[src/rtl/herm_ifft_streamer_if.sv]
// AXI4-Stream link from the Hermitian IFFT streamer to the IFFT core.
// Optional symbol-index sideband is present when HERM_STREAM_TUSER_EN is defined.
interface herm_ifft_streamer_if;
  logic [31:0] tdata;
  logic        tvalid;
  logic        tready;
  logic        tlast;
`ifdef HERM_STREAM_TUSER_EN
  logic [7:0]  tuser;

  modport master (output tdata, output tvalid, output tlast, output tuser, input tready);
  modport slave  (input tdata, input tvalid, input tlast, input tuser, output tready);
`else
  modport master (output tdata, output tvalid, output tlast, input tready);
  modport slave  (input tdata, input tvalid, input tlast, output tready);
`endif
endinterface

[src/rtl/herm_ifft_streamer.sv]
// Drains a full Hermitian buffer and streams sign-extended complex samples to the IFFT over AXIS.
// Define HERM_STREAM_TUSER_EN to drive m_axis.tuser with the symbol index of the current beat.
//
// state    | meaning
// ---------+-----------------------------------------------------------
// IDLE     | waiting for enable && buff_full
// STREAM   | issuing buffer reads and emitting beats until the last handshake
// DONE     | one-cycle tx_done pulse to clear the buffer
// WAIT_CLR | holding until the buffer drops its full flag
module herm_ifft_streamer #(
  parameter int FFT_POINT  = 64,
  parameter int SYMBOL_NUM = 8,
  parameter int PTR_W      = 10
) (
  input  logic                 clk,
  input  logic                 rst,
  input  logic                 enable,
  input  logic                 buff_full,
  output logic [PTR_W-1:0]     read_ptr,
  input  logic [15:0]          buff_dout,
  output logic                 tx_done,
  output logic                 busy,
  herm_ifft_streamer_if.master m_axis
);

  localparam int LOG2_FFT = $clog2(FFT_POINT);
  localparam int TOTAL    = FFT_POINT * SYMBOL_NUM;
  localparam logic [PTR_W-1:0] LAST_PTR = PTR_W'(TOTAL - 1);

  localparam logic [1:0] ST_IDLE     = 2'd0;
  localparam logic [1:0] ST_STREAM   = 2'd1;
  localparam logic [1:0] ST_DONE     = 2'd2;
  localparam logic [1:0] ST_WAIT_CLR = 2'd3;

  logic [1:0]       state_q, state_d;
  logic [PTR_W-1:0] read_ptr_q, read_ptr_d;
  logic             rd_done_q, rd_done_d;
  logic             rd_pend_q, rd_pend_d;
  logic [1:0]       q_cnt_q, q_cnt_d;
  logic [31:0]      q0_q, q0_d;
  logic [31:0]      q1_q, q1_d;
  logic [PTR_W-1:0] beat_q, beat_d;

  logic        tvalid;
  logic        pop;
  logic        push;
  logic        issue;
  logic        last_hs;
  logic [1:0]  occ_next;
  logic [31:0] new_word;

  function automatic logic [31:0] fmt_word(input logic [15:0] w);
    return {{8{w[15]}}, w[15:8], {8{w[7]}}, w[7:0]};
  endfunction

  assign tvalid   = (q_cnt_q != 2'd0);
  assign pop      = tvalid && m_axis.tready;
  assign push     = rd_pend_q;
  assign new_word = fmt_word(buff_dout);
  assign last_hs  = pop && (beat_q == LAST_PTR);

  // Queue occupancy after this cycle's pop, counting the word still in flight from the RAM.
  assign occ_next = q_cnt_q + {1'b0, rd_pend_q} - {1'b0, pop};
  assign issue    = (state_q == ST_STREAM) && !rd_done_q && (occ_next <= 2'd1);

  always_comb begin
    state_d = state_q;
    case (state_q)
      ST_IDLE:     if (enable && buff_full) state_d = ST_STREAM;
      ST_STREAM:   if (last_hs)             state_d = ST_DONE;
      ST_DONE:                              state_d = ST_WAIT_CLR;
      ST_WAIT_CLR: if (!buff_full)          state_d = ST_IDLE;
      default:                              state_d = ST_IDLE;
    endcase
  end

  always_comb begin
    read_ptr_d = read_ptr_q;
    rd_done_d  = rd_done_q;
    rd_pend_d  = issue;
    if (state_q != ST_STREAM) begin
      read_ptr_d = '0;
      rd_done_d  = 1'b0;
    end else if (issue) begin
      if (read_ptr_q == LAST_PTR) rd_done_d  = 1'b1;
      else                        read_ptr_d = read_ptr_q + PTR_W'(1);
    end
  end

  always_comb begin
    beat_d = beat_q;
    if (state_q != ST_STREAM) beat_d = '0;
    else if (pop)             beat_d = last_hs ? '0 : beat_q + PTR_W'(1);
  end

  // Two-entry queue: q0 is the head and drives tdata, so it only moves on a pop.
  always_comb begin
    q0_d    = q0_q;
    q1_d    = q1_q;
    q_cnt_d = q_cnt_q;
    case ({push, pop})
      2'b10: begin
        if (q_cnt_q == 2'd0) q0_d = new_word;
        else                 q1_d = new_word;
        q_cnt_d = q_cnt_q + 2'd1;
      end
      2'b01: begin
        q0_d    = q1_q;
        q_cnt_d = q_cnt_q - 2'd1;
      end
      2'b11: begin
        if (q_cnt_q == 2'd1) begin
          q0_d = new_word;
        end else begin
          q0_d = q1_q;
          q1_d = new_word;
        end
      end
      default: ;
    endcase
  end

  always_ff @(posedge clk or posedge rst) begin
    if (rst) begin
      state_q    <= ST_IDLE;
      read_ptr_q <= '0;
      rd_done_q  <= 1'b0;
      rd_pend_q  <= 1'b0;
      q_cnt_q    <= 2'd0;
      q0_q       <= '0;
      q1_q       <= '0;
      beat_q     <= '0;
    end else begin
      state_q    <= state_d;
      read_ptr_q <= read_ptr_d;
      rd_done_q  <= rd_done_d;
      rd_pend_q  <= rd_pend_d;
      q_cnt_q    <= q_cnt_d;
      q0_q       <= q0_d;
      q1_q       <= q1_d;
      beat_q     <= beat_d;
    end
  end

  assign read_ptr      = read_ptr_q;
  assign tx_done       = (state_q == ST_DONE);
  assign busy          = (state_q != ST_IDLE);
  assign m_axis.tdata  = q0_q;
  assign m_axis.tvalid = tvalid;
  assign m_axis.tlast  = tvalid && (beat_q[LOG2_FFT-1:0] == {LOG2_FFT{1'b1}});
`ifdef HERM_STREAM_TUSER_EN
  assign m_axis.tuser  = 8'(beat_q >> LOG2_FFT);
`endif

endmodule
[src/flat_wrapper.sv]
// flat-port wrapper written by rule: the top's interface ports become plain ports
module herm_ifft_streamer_flat 
#(
  parameter int FFT_POINT  = 64,
  parameter int SYMBOL_NUM = 8,
  parameter int PTR_W      = 10
)
  (clk, rst, enable, buff_full, read_ptr, buff_dout, tx_done, busy, m_axis_tdata, m_axis_tvalid, m_axis_tlast, m_axis_tready);
  herm_ifft_streamer_if m_axis_i ();
  input  logic clk;
  input  logic rst;
  input  logic enable;
  input  logic buff_full;
  output logic [PTR_W-1:0] read_ptr;
  input  logic [15:0] buff_dout;
  output logic tx_done;
  output logic busy;
  output wire logic [$bits(m_axis_i.tdata)-1:0] m_axis_tdata;
  output wire logic [$bits(m_axis_i.tvalid)-1:0] m_axis_tvalid;
  output wire logic [$bits(m_axis_i.tlast)-1:0] m_axis_tlast;
  input wire logic [$bits(m_axis_i.tready)-1:0] m_axis_tready;
  assign m_axis_tdata = m_axis_i.tdata;
  assign m_axis_tvalid = m_axis_i.tvalid;
  assign m_axis_tlast = m_axis_i.tlast;
  assign m_axis_i.tready = m_axis_tready;
  herm_ifft_streamer #(.FFT_POINT(FFT_POINT), .SYMBOL_NUM(SYMBOL_NUM), .PTR_W(PTR_W)) u_core (.clk(clk), .rst(rst), .enable(enable), .buff_full(buff_full), .read_ptr(read_ptr), .buff_dout(buff_dout), .tx_done(tx_done), .busy(busy), .m_axis(m_axis_i));
endmodule
[config.mk]
export PLATFORM = sky130hd
export DESIGN_NAME = herm_ifft_streamer_flat
export DESIGN_NICKNAME = d
export VERILOG_FILES = /design/src/rtl/herm_ifft_streamer_if.sv /design/src/rtl/herm_ifft_streamer.sv /design/src/flat_wrapper.sv
export SDC_FILE = /design/constraint.sdc
export NUM_CORES = 1
export LEC_CHECK = 0
export ABC_AREA = 0
export BUFFER_PORTS_ARGS = -buffer_cell sky130_fd_sc_hd__buf_2
export CAP_MARGIN = 25
export CORE_ASPECT_RATIO = 0.8
export CORE_MARGIN = 1.5
export CORE_UTILIZATION = 25
export CTS_BUF_LIST = sky130_fd_sc_hd__clkbuf_8 sky130_fd_sc_hd__clkbuf_16
export DETAILED_ROUTE_END_ITERATION = 10
export MAX_ROUTING_LAYER = met4
export PLACE_DENSITY = 0.5
export SETUP_SLACK_MARGIN = 0.2
export SYNTH_ARGS = -nofsm -noshare
export SYNTH_HDL_FRONTEND = slang
export SYNTH_SLANG_ARGS = --single-unit
export TNS_END_PERCENT = 100
[constraint.sdc]
create_clock -name clk -period 3 [get_ports clk]
set_input_delay 0.9 -clock clk [delete_from_list [all_inputs] [get_ports clk]]
set_output_delay 0.9 -clock clk [all_outputs]
set_load 0.005 [all_outputs]
=== Word level (Yosys, flattened, before mapping) ===
Cells that the tools add are included.

* Bits of input ports: 21
* Output and inout bits: 46
* Memories kept: 0
* Logic and storage cells: 75
* Bits in latches: 0
* Register bits: 90
* RAM bits: 0
* ROM bits: 0

* Add/sub/neg operators: 6
* Bitwise operators: 0
* Reductions and logical operators: 22
* Eq/ne operators: 18
* Order comparisons: 1
* Divide/modulo/power cells: 0
* Multiply operators: 0
* Shift-type cells: 0
* Multiplexer cells: 20

{| class="wikitable"
|+ Operator list
! cell !! number
|-
| 2-to-1 mux 32 bit || 4
|-
| one-hot mux 32 bit (3 select lines) || 1
|-
| one-hot mux 32 bit (2 select lines) || 1
|-
| 2-to-1 mux 10 bit || 6
|-
| adder 10 x 1 -> 10 bit, second input constant || 2
|-
| == test 10 x 9 -> 1 bit, second input constant || 2
|-
| nonzero test 2 bit || 7
|-
| != test 2 x 1 -> 1 bit, second input constant || 5
|-
| == test 2 bit, second input constant || 4
|-
| one-hot mux 2 bit (4 select lines) || 1
|-
| == test 2 x 1 -> 1 bit, second input constant || 3
|-
| == test 6 bit, second input constant || 1
|-
| logical AND 1 bit || 6
|-
| 2-to-1 mux 2 bit || 3
|-
| != test 2 bit, second input constant || 3
|-
| AND reduction 2 bit || 3
|-
| AND reduction 3 bit || 2
|-
| zero test 2 bit || 2
|-
| one-hot mux 2 bit (2 select lines) || 1
|-
| 2-to-1 mux 1 bit || 3
|-
| nonzero test 3 bit || 1
|-
| adder 2 x 1 -> 2 bit || 1
|-
| adder 2 x 1 -> 2 bit, second input constant || 1
|-
| less-or-equal comparator 2 x 1 -> 1 bit, second input constant || 1
|-
| other kinds (3) || 3
|}

=== Longest topological paths before layout ===
Gate-level depths: netlist of the first run.

* Word-level depth: 7
* Depth in mapped cells: 11
* Gate-level depth less buffers: 8

=== Least setup slack after synthesis of the first run ===
No wires, ideal clock.

* Path kind: input -> register
* From: in m_axis_tready
* To: reg u_core.q1_q[0]
* Buffers on the path: 2
* Data required time: 2.875 ns
* Setup time: 0.125 ns
* Cell stages on the path: 7
* Data arrival time: 2.228 ns
* Slack: 0.647 ns
* Path through: nand2b_1 buf_6 ha_1 a21oi_1 nor2_1 buf_2 mux2_2

* Longest elaborated chain between the ends: 4
* Elaborated cells between the ends (all ways): 8
* Classes of those cells: eq/ne: 4; mux: 1; reduce/logical: 3

{| class="wikitable"
|+ RTL lines
! what !! RTL line !! RTL
|-
| start: declaration || flat_wrapper.sv:21 || <nowiki>input wire logic [$bits(m_axis_i.tready)-1:0] m_axis_tready;</nowiki>
|-
| logical AND 1 bit * || herm_ifft_streamer.sv:57 || <nowiki>assign pop = tvalid && m_axis.tready;</nowiki>
|-
| == test 2 bit || herm_ifft_streamer.sv:101 || <nowiki>case ({push, pop})</nowiki>
|-
| != test 2 bit (no source line) or nonzero test 2 bit (tied branches) || n/a ||
|-
| AND reduction 3 bit (no source line) || n/a ||
|-
| end signal: assignment || herm_ifft_streamer.sv:140 || <nowiki>q1_q <= q1_d;</nowiki>
|-
| end: declaration || herm_ifft_streamer.sv:41 || <nowiki>logic [31:0] q1_q, q1_d;</nowiki>
|}

Mark *: on every way between the ends. The rest lies on a longest branch, timed or not.
A chain may end at the register's enable or synchronous reset.

=== Worst setup path in the final report of the first run ===
* From: reg u_core.q_cnt_q[1]
* To: reg u_core.q0_q[30] (netlist: u_core.m_axis.tdata[30])

* Longest elaborated chain between the ends: 5
* Elaborated cells between the ends (all ways): 12
* Classes of those cells: eq/ne: 5; mux: 2; reduce/logical: 5

{| class="wikitable"
|+ RTL lines
! what !! RTL line !! RTL
|-
| start: declaration || herm_ifft_streamer.sv:39 || <nowiki>logic [1:0] q_cnt_q, q_cnt_d;</nowiki>
|-
| start signal: assignment || herm_ifft_streamer.sv:138 || <nowiki>q_cnt_q <= q_cnt_d;</nowiki>
|-
| nonzero test 2 bit || herm_ifft_streamer.sv:56 || <nowiki>assign tvalid = (q_cnt_q != 2'd0);</nowiki>
|-
| logical AND 1 bit || herm_ifft_streamer.sv:57 ||
|-
| == test 2 bit or == test 2 x 1 -> 1 bit (tied branches) || herm_ifft_streamer.sv:101 ||
|-
| != test 2 x 1 -> 1 bit (no source line) or nonzero test 3 bit (tied branches) || n/a ||
|-
| AND reduction 2 bit (no source line) || n/a ||
|-
| end signal: assignment || herm_ifft_streamer.sv:139 || <nowiki>q0_q <= q0_d;</nowiki>
|-
| end: declaration || herm_ifft_streamer.sv:40 || <nowiki>logic [31:0] q0_q, q0_d;</nowiki>
|}

Parallel ways exist; a longest one is shown, timed or not.

==> results.txt, run 1 <==
Outcome -> finished, final reports clean
Post-synthesis sequential area ratio -> 0.4917
Syn nets -> 316
RSZ-0062 raised after global routing -> false
Synth Instances -> 285
CP max stage delay -> 0.47 ns
Final Wtd Congestion -> 0.7797
Main synth FF type -> dfrtp_1
DR pass1 iterations -> 4
Peak supply drop -> 0.3121 mV
Asr flop ratio synth -> 1.000
Slew HR -> 0.5194
Total track usage -> 0.1096
Fin crit share -> 0.8366
YS warnings -> 0
Via count -> 2207
Fin. max-slew vios -> 0
P_leak -> 1.705 nW
Critical path buffers and inverters -> 2
Hpwl dp -> 4.374 mm
CP Capture Type -> flop
Antenna Nets Post-Route -> 0
Post-Syn Area -> 2952 um^2
Reg-to-Reg Start -> u_core.q_cnt_q[1]$_DFFE_PP0P_
Met2 Use GR -> 0.1551
PD cells -> 1006 nW/um^2
Final Core Density -> 0.3195
Setup CP Type -> flop to flop
Final Hold Viols -> 0
Hold-fix buffer count after cts -> 0
Routed WL -> 6.275 mm
Synth Area per Inst -> 10.36 um^2
Pre-CTS setup slack -> 0.3664 ns
Max FO, Critical Path -> 16
Clock Tree Root -> clkbuf_16
Number of buffers inserted by post-CTS setup repair -> 0
Die ar. -> 12470 um^2
GRT met1 Usage -> 0.1448
First-pass GRT wire length -> 10.34 mm
CP top delay family -> simple AND/OR/NAND/NOR gates
Setup crit start -> u_core.q_cnt_q[1]$_DFFE_PP0P_
Slowest cell on the critical path -> or2_2
Max H-tree Level -> 3
Final setup violation count -> 0
CP required -> 3.19 ns
CTS tree -> yes
Flop2flop setup slack -> 0.49 ns
Final #Nets -> 374
Most frequent CP cell -> ha_1
Share of layout cells above drive strength 1 -> 0.3333
Clk slew on worst S/H paths -> 0.05 ns
# DRC -> 0
Setup_tns -> 0 ns
Vias/cell -> 4.450
Top-Level Pins -> 67
Dpl cells -> 480
Final worst setup slack -> 0.4902 ns
Met3 Use GR -> 0.02719
Worst min-delay path class -> flop to flop
CP arrival -> 2.70 ns
R2r worst-path depth -> 8
Register area -> 1451 um^2
Core box area -> 11520 um^2
Antenna violations before repair -> 0
Hold depth -> 2
WHS Endpoint -> u_core.m_axis.tdata[2]$_DFFE_PP0P_
Gr busiest metal -> met2
FF+latch count, synth -> 58
Max Root-Sink Buffers -> 2
Total CTS buffers -> 9
Worst Skew -> 0.003916 ns
Vias in the first global route -> 2082
First DRT Iteration DRCs -> 64
# rows -> 35
Latest clock arrival within the worst-skew pair -> 0.32 ns
Starting density of the core -> 0.2563
Final Instance Count excl. Fillers -> 496
CP cell instances -> inv_1 > ha_1 > nand2b_1 > inv_4 > ha_1 > or2_2 > a22oi_1 > o21ai_0
EDFF count, synth -> 0
Die height -> 100.2 um
Critical Path Source Type -> flop
Area Overhead vs Synth -> 24.67%
PortBufs -> 66
Tot Pwr -> 3.702 mW
Die W -> 124.5 um
Final Critical Period -> 2.510 ns
Diode count -> 0
FMAX -> 0.3984 GHz
Fill cells -> 1174
Max-cap viol count -> 0
R2R Path End -> u_core.m_axis.tdata[30]$_DFFE_PP0P_
Largest net degree at the start of global routing -> 33
Unique masters post-synth -> 40
Multi-input gate area -> 1289 um^2
Post-CTS resize count -> 0
Clock Sinks -> 58
Congestion Overflow GR -> 0
Routed len/inst -> 12.65 um
Hold Crit Start -> u_core.m_axis.tdata[2]$_DFFE_PP0P_
Slew of the pin with the lowest slew margin -> 0.7209 ns
[power breakdown]
part / internal [mW] / switching [mW] / total [mW]
clock network: 0.743 / 0.359 / 1.10
logic: 0.650 / 0.727 / 1.38
registers: 1.05 / 0.176 / 1.22
[per-stage QoR]
step           hold WS, ns  cell area, um^2
6_report            0.4738             3680
5_1_grt             0.4927             3680
4_1_cts             0.4819             3680
3_5_place_dp        0.4700             3359
3_3_place_gp        0.4594             3359
2_1_floorplan       0.4733             2952
[synth_stat cells (2+ instances only)]
| cell | number | share of area |
|---|---|---|
| nor2_1 | 18 | 0.023 |
| nand3_1 | 10 | 0.017 |
| mux2i_1 | 3 | 0.010 |
| xor2_1 | 4 | 0.012 |
| nand2_1 | 37 | 0.047 |
| o21ai_0 | 21 | 0.036 |
| a21oi_1 | 10 | 0.017 |
| ha_1 | 10 | 0.042 |
| and2_1 | 2 | 0.0042 |
| a22oi_1 | 16 | 0.041 |
| buf_4 | 17 | 0.043 |
| nor3_1 | 3 | 0.0051 |
| xnor2_1 | 7 | 0.021 |
| clkbuf_1 | 8 | 0.010 |
| inv_1 | 10 | 0.013 |
| dfrtp_1 | 58 | 0.49 |
| o311a_1 | 2 | 0.0068 |
| nand4_1 | 3 | 0.0064 |
| mux2_2 | 18 | 0.069 |
| o21bai_1 | 2 | 0.0051 |
| nand2b_1 | 4 | 0.0085 |
| or3_1 | 4 | 0.0085 |
[cell families after synthesis]
group / share of synthesized area
and+or+nand+nor: 0.1352
AOI/OAI and AO/OA: 0.1331
DFF: 0.4917
buffers and inverters: 0.07376
muxes: 0.09114
xor gates and xnor gates: 0.03264
adders and majority gates: 0.04239
[area by class of cell]
type	instances	share of cell area
clock buffer	10	0.06494
clock inverter	6	0.02210
inverter	11	0.01190
multi-input combinational	189	0.3502
sequential	58	0.3944
tap	148	0.05032
timing repair buffer	74	0.1061
[how the worst max path moves through the flow]
stage / to / slack, ns / depth (start not counted)
after floorplan: u_core.q1_q[0]$_DFFE_PP0P_ / 0.65 / 7
after global placement: u_core.m_axis.tdata[30]$_DFFE_PP0P_ / 0.45 / 7
after detailed placement: u_core.m_axis.tdata[20]$_DFFE_PP0P_ / 0.37 / 7
after CTS: u_core.m_axis.tdata[20]$_DFFE_PP0P_ / 0.47 / 8
after global routing: u_core.m_axis.tdata[2]$_DFFE_PP0P_ / 0.25 / 8
final: u_core.m_axis.tdata[30]$_DFFE_PP0P_ / 0.49 / 8
[worst reg2reg max path, stage by stage, from the launching register on]
cell,delay (ns)
dfrtp_1,0.42
inv_1,0.11
ha_1,0.31
nand2b_1,0.43
inv_4,0.10
ha_1,0.24
or2_2,0.47
a22oi_1,0.21
o21ai_0,0.09
[flip-flops by register name, summed over array words and instances, names as in the netlist]
register	flops
u_core.q1_q	16
u_core.read_ptr	10
u_core.rd_done_q	1
u_core.m_axis.tdata	16
u_core.beat_q	10
u_core.state_q	2
u_core.push	1
u_core.q_cnt_q	2
[placed cells by master (no fill, tap or decap), drive strengths merged]
| master | n |
|---|---|
| nor3 | 3 |
| clkbuf | 10 |
| clkinvlp | 1 |
| a2111oi | 1 |
| nor2 | 18 |
| and3 | 1 |
| o21ai | 22 |
| clkinv | 2 |
| o21bai | 2 |
| a22oi | 16 |
| or3 | 4 |
| inv | 12 |
| ha | 10 |
| nand3 | 10 |
| o311a | 2 |
| mux2 | 18 |
| dfrtp | 58 |
| nand2b | 4 |
| or2 | 1 |
| bufinv | 2 |
| o32a | 1 |
| o21a | 1 |
| and3b | 1 |
| o211ai | 1 |
| nand2 | 37 |
| mux2i | 5 |
| nand4b | 1 |
| and2 | 2 |
| xor2 | 4 |
| o41ai | 2 |
| and4 | 1 |
| a21oi | 10 |
| buf | 74 |
| nand4 | 3 |
| nand3b | 1 |
| xnor2 | 7 |
[layer usage]
metal  vias to the layer above  wire length [um]
li1                       1098                 -
met3                         7               167
met1                      1060              3250
met4                         0               119
met5                         -                 0
met2                        42              2737
Power figures use the tool's default switching activity.
==> run 2, diff against run 1 <==
==> constraint.sdc (replaced) <==
create_clock -name clk -period 2.5 [get_ports clk]
set_input_delay 0.75 -clock clk [delete_from_list [all_inputs] [get_ports clk]]
set_output_delay 0.75 -clock clk [all_outputs]
set_load 0.005 [all_outputs]
==> results.txt, run 2 (synthesis gave the netlist of run 1 again) <==
PD cells -> 1218 nW/um^2
Hold Slack -> 0.4718 ns
Fin crit share -> 0.8785
Die ar. -> 12470 um^2
Top-Level Pins -> 67
Critical Path Source Type -> flop
Final Wtd Congestion -> 0.7952
Max FO, Critical Path -> 5
CP Capture Type -> output pin
FMAX -> 0.4553 GHz
Via count -> 2227
Antenna violations before repair -> 0
Slew HR -> 0.7567
Max Root-Sink Buffers -> 2
Clock Sinks -> 58
Peak supply drop -> 0.3637 mV
Hpwl dp -> 4.293 mm
Final setup violation count -> 0
Outcome -> finished, final reports clean
Die W -> 124.5 um
Worst Skew -> 0.005514 ns
Antenna Nets Post-Route -> 0
Area Overhead vs Synth -> 27.94%
P_leak -> 1.752 nW
Total track usage -> 0.1110
DR pass1 iterations -> 4
Slew of the pin with the lowest slew margin -> 0.3557 ns
Routed len/inst -> 12.68 um
Most common cell after layout, fill and taps aside -> buf_2
Max-cap viol count -> 0
CP required -> 1.75 ns
Most frequent cells in the layout -> buf_2, dfrtp_1, nand2_1, o21ai_0, mux2_2
Multi-input gate area -> 1308 um^2
Clk slew on worst S/H paths -> 0.05 ns
# rows -> 35
Final Critical Period -> 2.196 ns
Starting density of the core -> 0.2563
Final worst setup slack -> 0.3036 ns
Diode count -> 0
CP arrival -> 1.45 ns
Tot Pwr -> 4.600 mW
Register area -> 1453 um^2
Fin area -> 3776 um^2
Setup CP Type -> flop to output pin
Largest net degree at the start of global routing -> 59
RSZ-0062 raised after global routing -> false
Fill cells -> 1172
Share of layout cells above drive strength 1 -> 0.3541
Max H-tree Level -> 3
Routed WL -> 6.352 mm
Total CTS buffers -> 9
Setup_tns -> 0 ns
Worst min-delay path class -> flop to flop
Clock Tree Root -> clkbuf_16
Hold-fix buffer count after cts -> 0
Die height -> 100.2 um
Vias/cell -> 4.445
Fin. max-slew vios -> 0
Final #Nets -> 379
Pre-CTS setup slack -> 0.1828 ns
Latest clock arrival within the worst-skew pair -> 0.32 ns
PortBufs -> 66
Placed inst area -> 3400 um^2
# DRC -> 0
Vias in the first global route -> 2123
First-pass GRT wire length -> 10.54 mm
CTS tree -> yes
Final Hold Viols -> 0
First DRT Iteration DRCs -> 59
Congestion Overflow GR -> 0
Core box area -> 11520 um^2
==> run 2: where the power goes <==
group          leakage [nW]  internal (mW)  switching [mW]
Combinational         0.838          0.855           0.907
Sequential            0.744           1.26           0.200
Clock                 0.170          0.963           0.417
Total                  1.75           3.08            1.52
==> run 2: metrics by stage <==
stage / std cells / util
2_1_floorplan: 285 / -
3_3_place_gp: 482 / 0.2952
3_5_place_dp: 482 / 0.2952
4_1_cts: 499 / 0.3253
5_1_grt: 501 / 0.3279
6_report: 501 / 0.3279
==> run 2: path summary, 6_finish.rpt <==
| kind | startpoint | to | slack [ns] | cells past startpoint |
|---|---|---|---|---|
| max in group asynchronous | rst | u_core.q_cnt_q[0]$_DFFE_PP0P_ | 1.74 | 3 |
| hold / removal | u_core.m_axis.tdata[0]$_DFFE_PP0P_ | u_core.m_axis.tdata[0]$_DFFE_PP0P_ | 0.47 | 2 |
| hold reg to reg | u_core.m_axis.tdata[0]$_DFFE_PP0P_ | u_core.m_axis.tdata[0]$_DFFE_PP0P_ | 0.47 | 2 |
| setup / recovery | u_core.q_cnt_q[1]$_DFFE_PP0P_ | m_axis_tlast | 0.30 | 5 |
| min in group asynchronous | rst | u_core.q1_q[18]$_DFFE_PP0P_ | 0.49 | 3 |
| setup reg to reg | u_core.q_cnt_q[1]$_DFFE_PP0P_ | u_core.read_ptr[5]$_DFFE_PP0P_ | 0.36 | 9 |
==> run 2: worst max-delay path, stage by stage (launching register included) <==
cell,delay [ns]
dfrtp_1,0.36
inv_1,0.08
ha_1,0.21
buf_4,0.17
nor3_4,0.17
buf_2,0.13
==> run 2: metal layers <==
metal  up-vias  track usage  part of all wire
met5         -            -                 0
met4         0      0.06101             0.011
met1      1076       0.1466              0.49
met3         4      0.02452             0.034
met2        44       0.1585              0.47
li1       1103            -                 -
==> run 2: repair_timing <==
action	CTS	global route
buffers inserted	1	2
resized for setup	1	4
endpoints found under the setup margin	1	19
==> run 2: cell type report <==
type / instances / area share
clock inverter: 7 / 0.02883
tap: 148 / 0.04904
sequential: 58 / 0.3847
multi-input combinational: 189 / 0.3463
inverter: 11 / 0.01160
timing repair buffer: 79 / 0.1199
clock buffer: 9 / 0.05964
==> run 3, diff against run 2 <==
--- a/config.mk
+++ b/config.mk
@@ -14,7 +14,6 @@
 export CTS_BUF_LIST = sky130_fd_sc_hd__clkbuf_8 sky130_fd_sc_hd__clkbuf_16
 export DETAILED_ROUTE_END_ITERATION = 10
 export MAX_ROUTING_LAYER = met4
-export PLACE_DENSITY = 0.5
 export SETUP_SLACK_MARGIN = 0.2
 export SYNTH_ARGS = -nofsm -noshare
 export SYNTH_HDL_FRONTEND = slang
==> results.txt, run 3 (synthesis gave the netlist of run 1 again) <==
Setup_tns -> 0 ns
PortBufs -> 66
Final Critical Period -> 2.183 ns
Max Root-Sink Buffers -> 2
Starting density of the core -> 0.2563
Final setup violation count -> 0
Core box area -> 11520 um^2
Largest net degree at the start of global routing -> 33
# rows -> 35
Area Overhead vs Synth -> 27.26%
Worst Skew -> 0.01049 ns
Peak supply drop -> 0.4276 mV
Most frequent cells in the layout -> buf_2, dfrtp_1, nand2_1, o21ai_0
Outcome -> finished, final reports clean
R2r worst-path depth -> 9
Reg-to-Reg Start -> u_core.q_cnt_q[1]$_DFFE_PP0P_
Slew of the pin with the lowest slew margin -> 0.6221 ns
DR pass1 iterations -> 4
Critical Path Source Type -> flop
Max-cap viol count -> 0
Clock Sinks -> 58
Clock Tree Root -> clkbuf_16
Routed len/inst -> 12.85 um
P_leak -> 1.737 nW
Total track usage -> 0.1111
Routed WL -> 6.411 mm
Max H-tree Level -> 3
Total CTS buffers -> 9
Flop2flop setup slack -> 0.41 ns
Final Instance Count excl. Fillers -> 499
CP arrival -> 1.43 ns
Die W -> 124.5 um
CP required -> 1.75 ns
Final Wtd Congestion -> 0.7673
Most common cell after layout, fill and taps aside -> buf_2
First-pass GRT wire length -> 10.81 mm
FMAX -> 0.4582 GHz
Fin. max-slew vios -> 0
CP Capture Type -> output pin
Hold Slack -> 0.4701 ns
Top-Level Pins -> 67
Hpwl dp -> 4.484 mm
R2R Path End -> u_core.read_ptr[5]$_DFFE_PP0P_
Vias in the first global route -> 2164
First DRT Iteration DRCs -> 55
# DRC -> 0
Diode count -> 0
Worst min-delay path class -> flop to flop
Vias/cell -> 4.481
Share of layout cells above drive strength 1 -> 0.3419
Die ar. -> 12470 um^2
WHS Endpoint -> u_core.m_axis.tdata[4]$_DFFE_PP0P_
PD cells -> 1232 nW/um^2
Hold Crit Start -> u_core.m_axis.tdata[4]$_DFFE_PP0P_
Final Hold Viols -> 0
Fin crit share -> 0.8730
Hold depth -> 2
Hold-fix buffer count after cts -> 0
Clk slew on worst S/H paths -> 0.05 ns
Setup CP Type -> flop to output pin
Dpl cells -> 482
Final #Nets -> 378
Max FO, Critical Path -> 5
Via count -> 2236
Antenna violations before repair -> 0
CTS tree -> yes
RSZ-0062 raised after global routing -> false
Die height -> 100.2 um
Antenna Nets Post-Route -> 0
Congestion Overflow GR -> 0
Latest clock arrival within the worst-skew pair -> 0.32 ns
Slew HR -> 0.5847
==> run 3: metrics by stage <==
step	power, mW	utilization	cell area (um^2)	worst slack [ns]
floorplan	2.739	-	2952	0.2879
global placement	3.170	0.2949	3397	0.2167
detailed placement	3.241	0.2949	3397	0.1510
CTS	4.706	0.3259	3754	0.2708
global route	4.981	0.3261	3756	0.2235
finish	4.627	0.3261	3756	0.3174
==> run 3: worst max path at each step <==
stage	from	endpoint	cells after the start
global placement	m_axis_tready	u_core.m_axis.tdata[15]$_DFFE_PP0P_	7
global route	u_core.q_cnt_q[1]$_DFFE_PP0P_	u_core.m_axis.tdata[22]$_DFFE_PP0P_	8
floorplan	u_core.q_cnt_q[1]$_DFFE_PP0P_	u_core.q1_q[0]$_DFFE_PP0P_	9
CTS	u_core.q_cnt_q[1]$_DFFE_PP0P_	m_axis_tlast	5
detailed placement	m_axis_tready	u_core.m_axis.tdata[3]$_DFFE_PP0P_	7
finish	u_core.q_cnt_q[1]$_DFFE_PP0P_	m_axis_tlast	5
==> run 3: critical path, stage by stage, from the launching register on <==
cell and delay, ns:
dfrtp_1 0.34, inv_1 0.08, ha_1 0.20, buf_4 0.16, nor3_1 0.19, buf_2 0.14
==> run 3: power breakdown <==
| group | total, mW | internal [mW] | switching (mW) |
|---|---|---|---|
| sequential | 1.45 | 1.26 | 0.198 |
| clock | 1.42 | 0.992 | 0.424 |
| combinational | 1.76 | 0.847 | 0.910 |
==> run 3: cell type report <==
type / count / area [um^2]
fill: 1174 / 7761
sequential: 58 / 1451
multi-input combinational: 189 / 1289
timing repair buffer: 78 / 445.4
clock buffer: 10 / 239.0
tap: 148 / 185.2
clock inverter: 5 / 102.6
inverter: 11 / 43.79
==> run 3: metal layers <==
| layer | share of wire | GRT usage |
|---|---|---|
| met5 | 0 | - |
| met4 | 0.0089 | 0.03448 |
| met3 | 0.035 | 0.02559 |
| met2 | 0.47 | 0.1733 |
| met1 | 0.48 | 0.1444 |
==> run 3: what timing repair did <==
action,4_1_cts,5_1_grt
resized for setup,0,1
gates cloned,0,0
setup endpoints to repair,1,23
buffers inserted,2,0
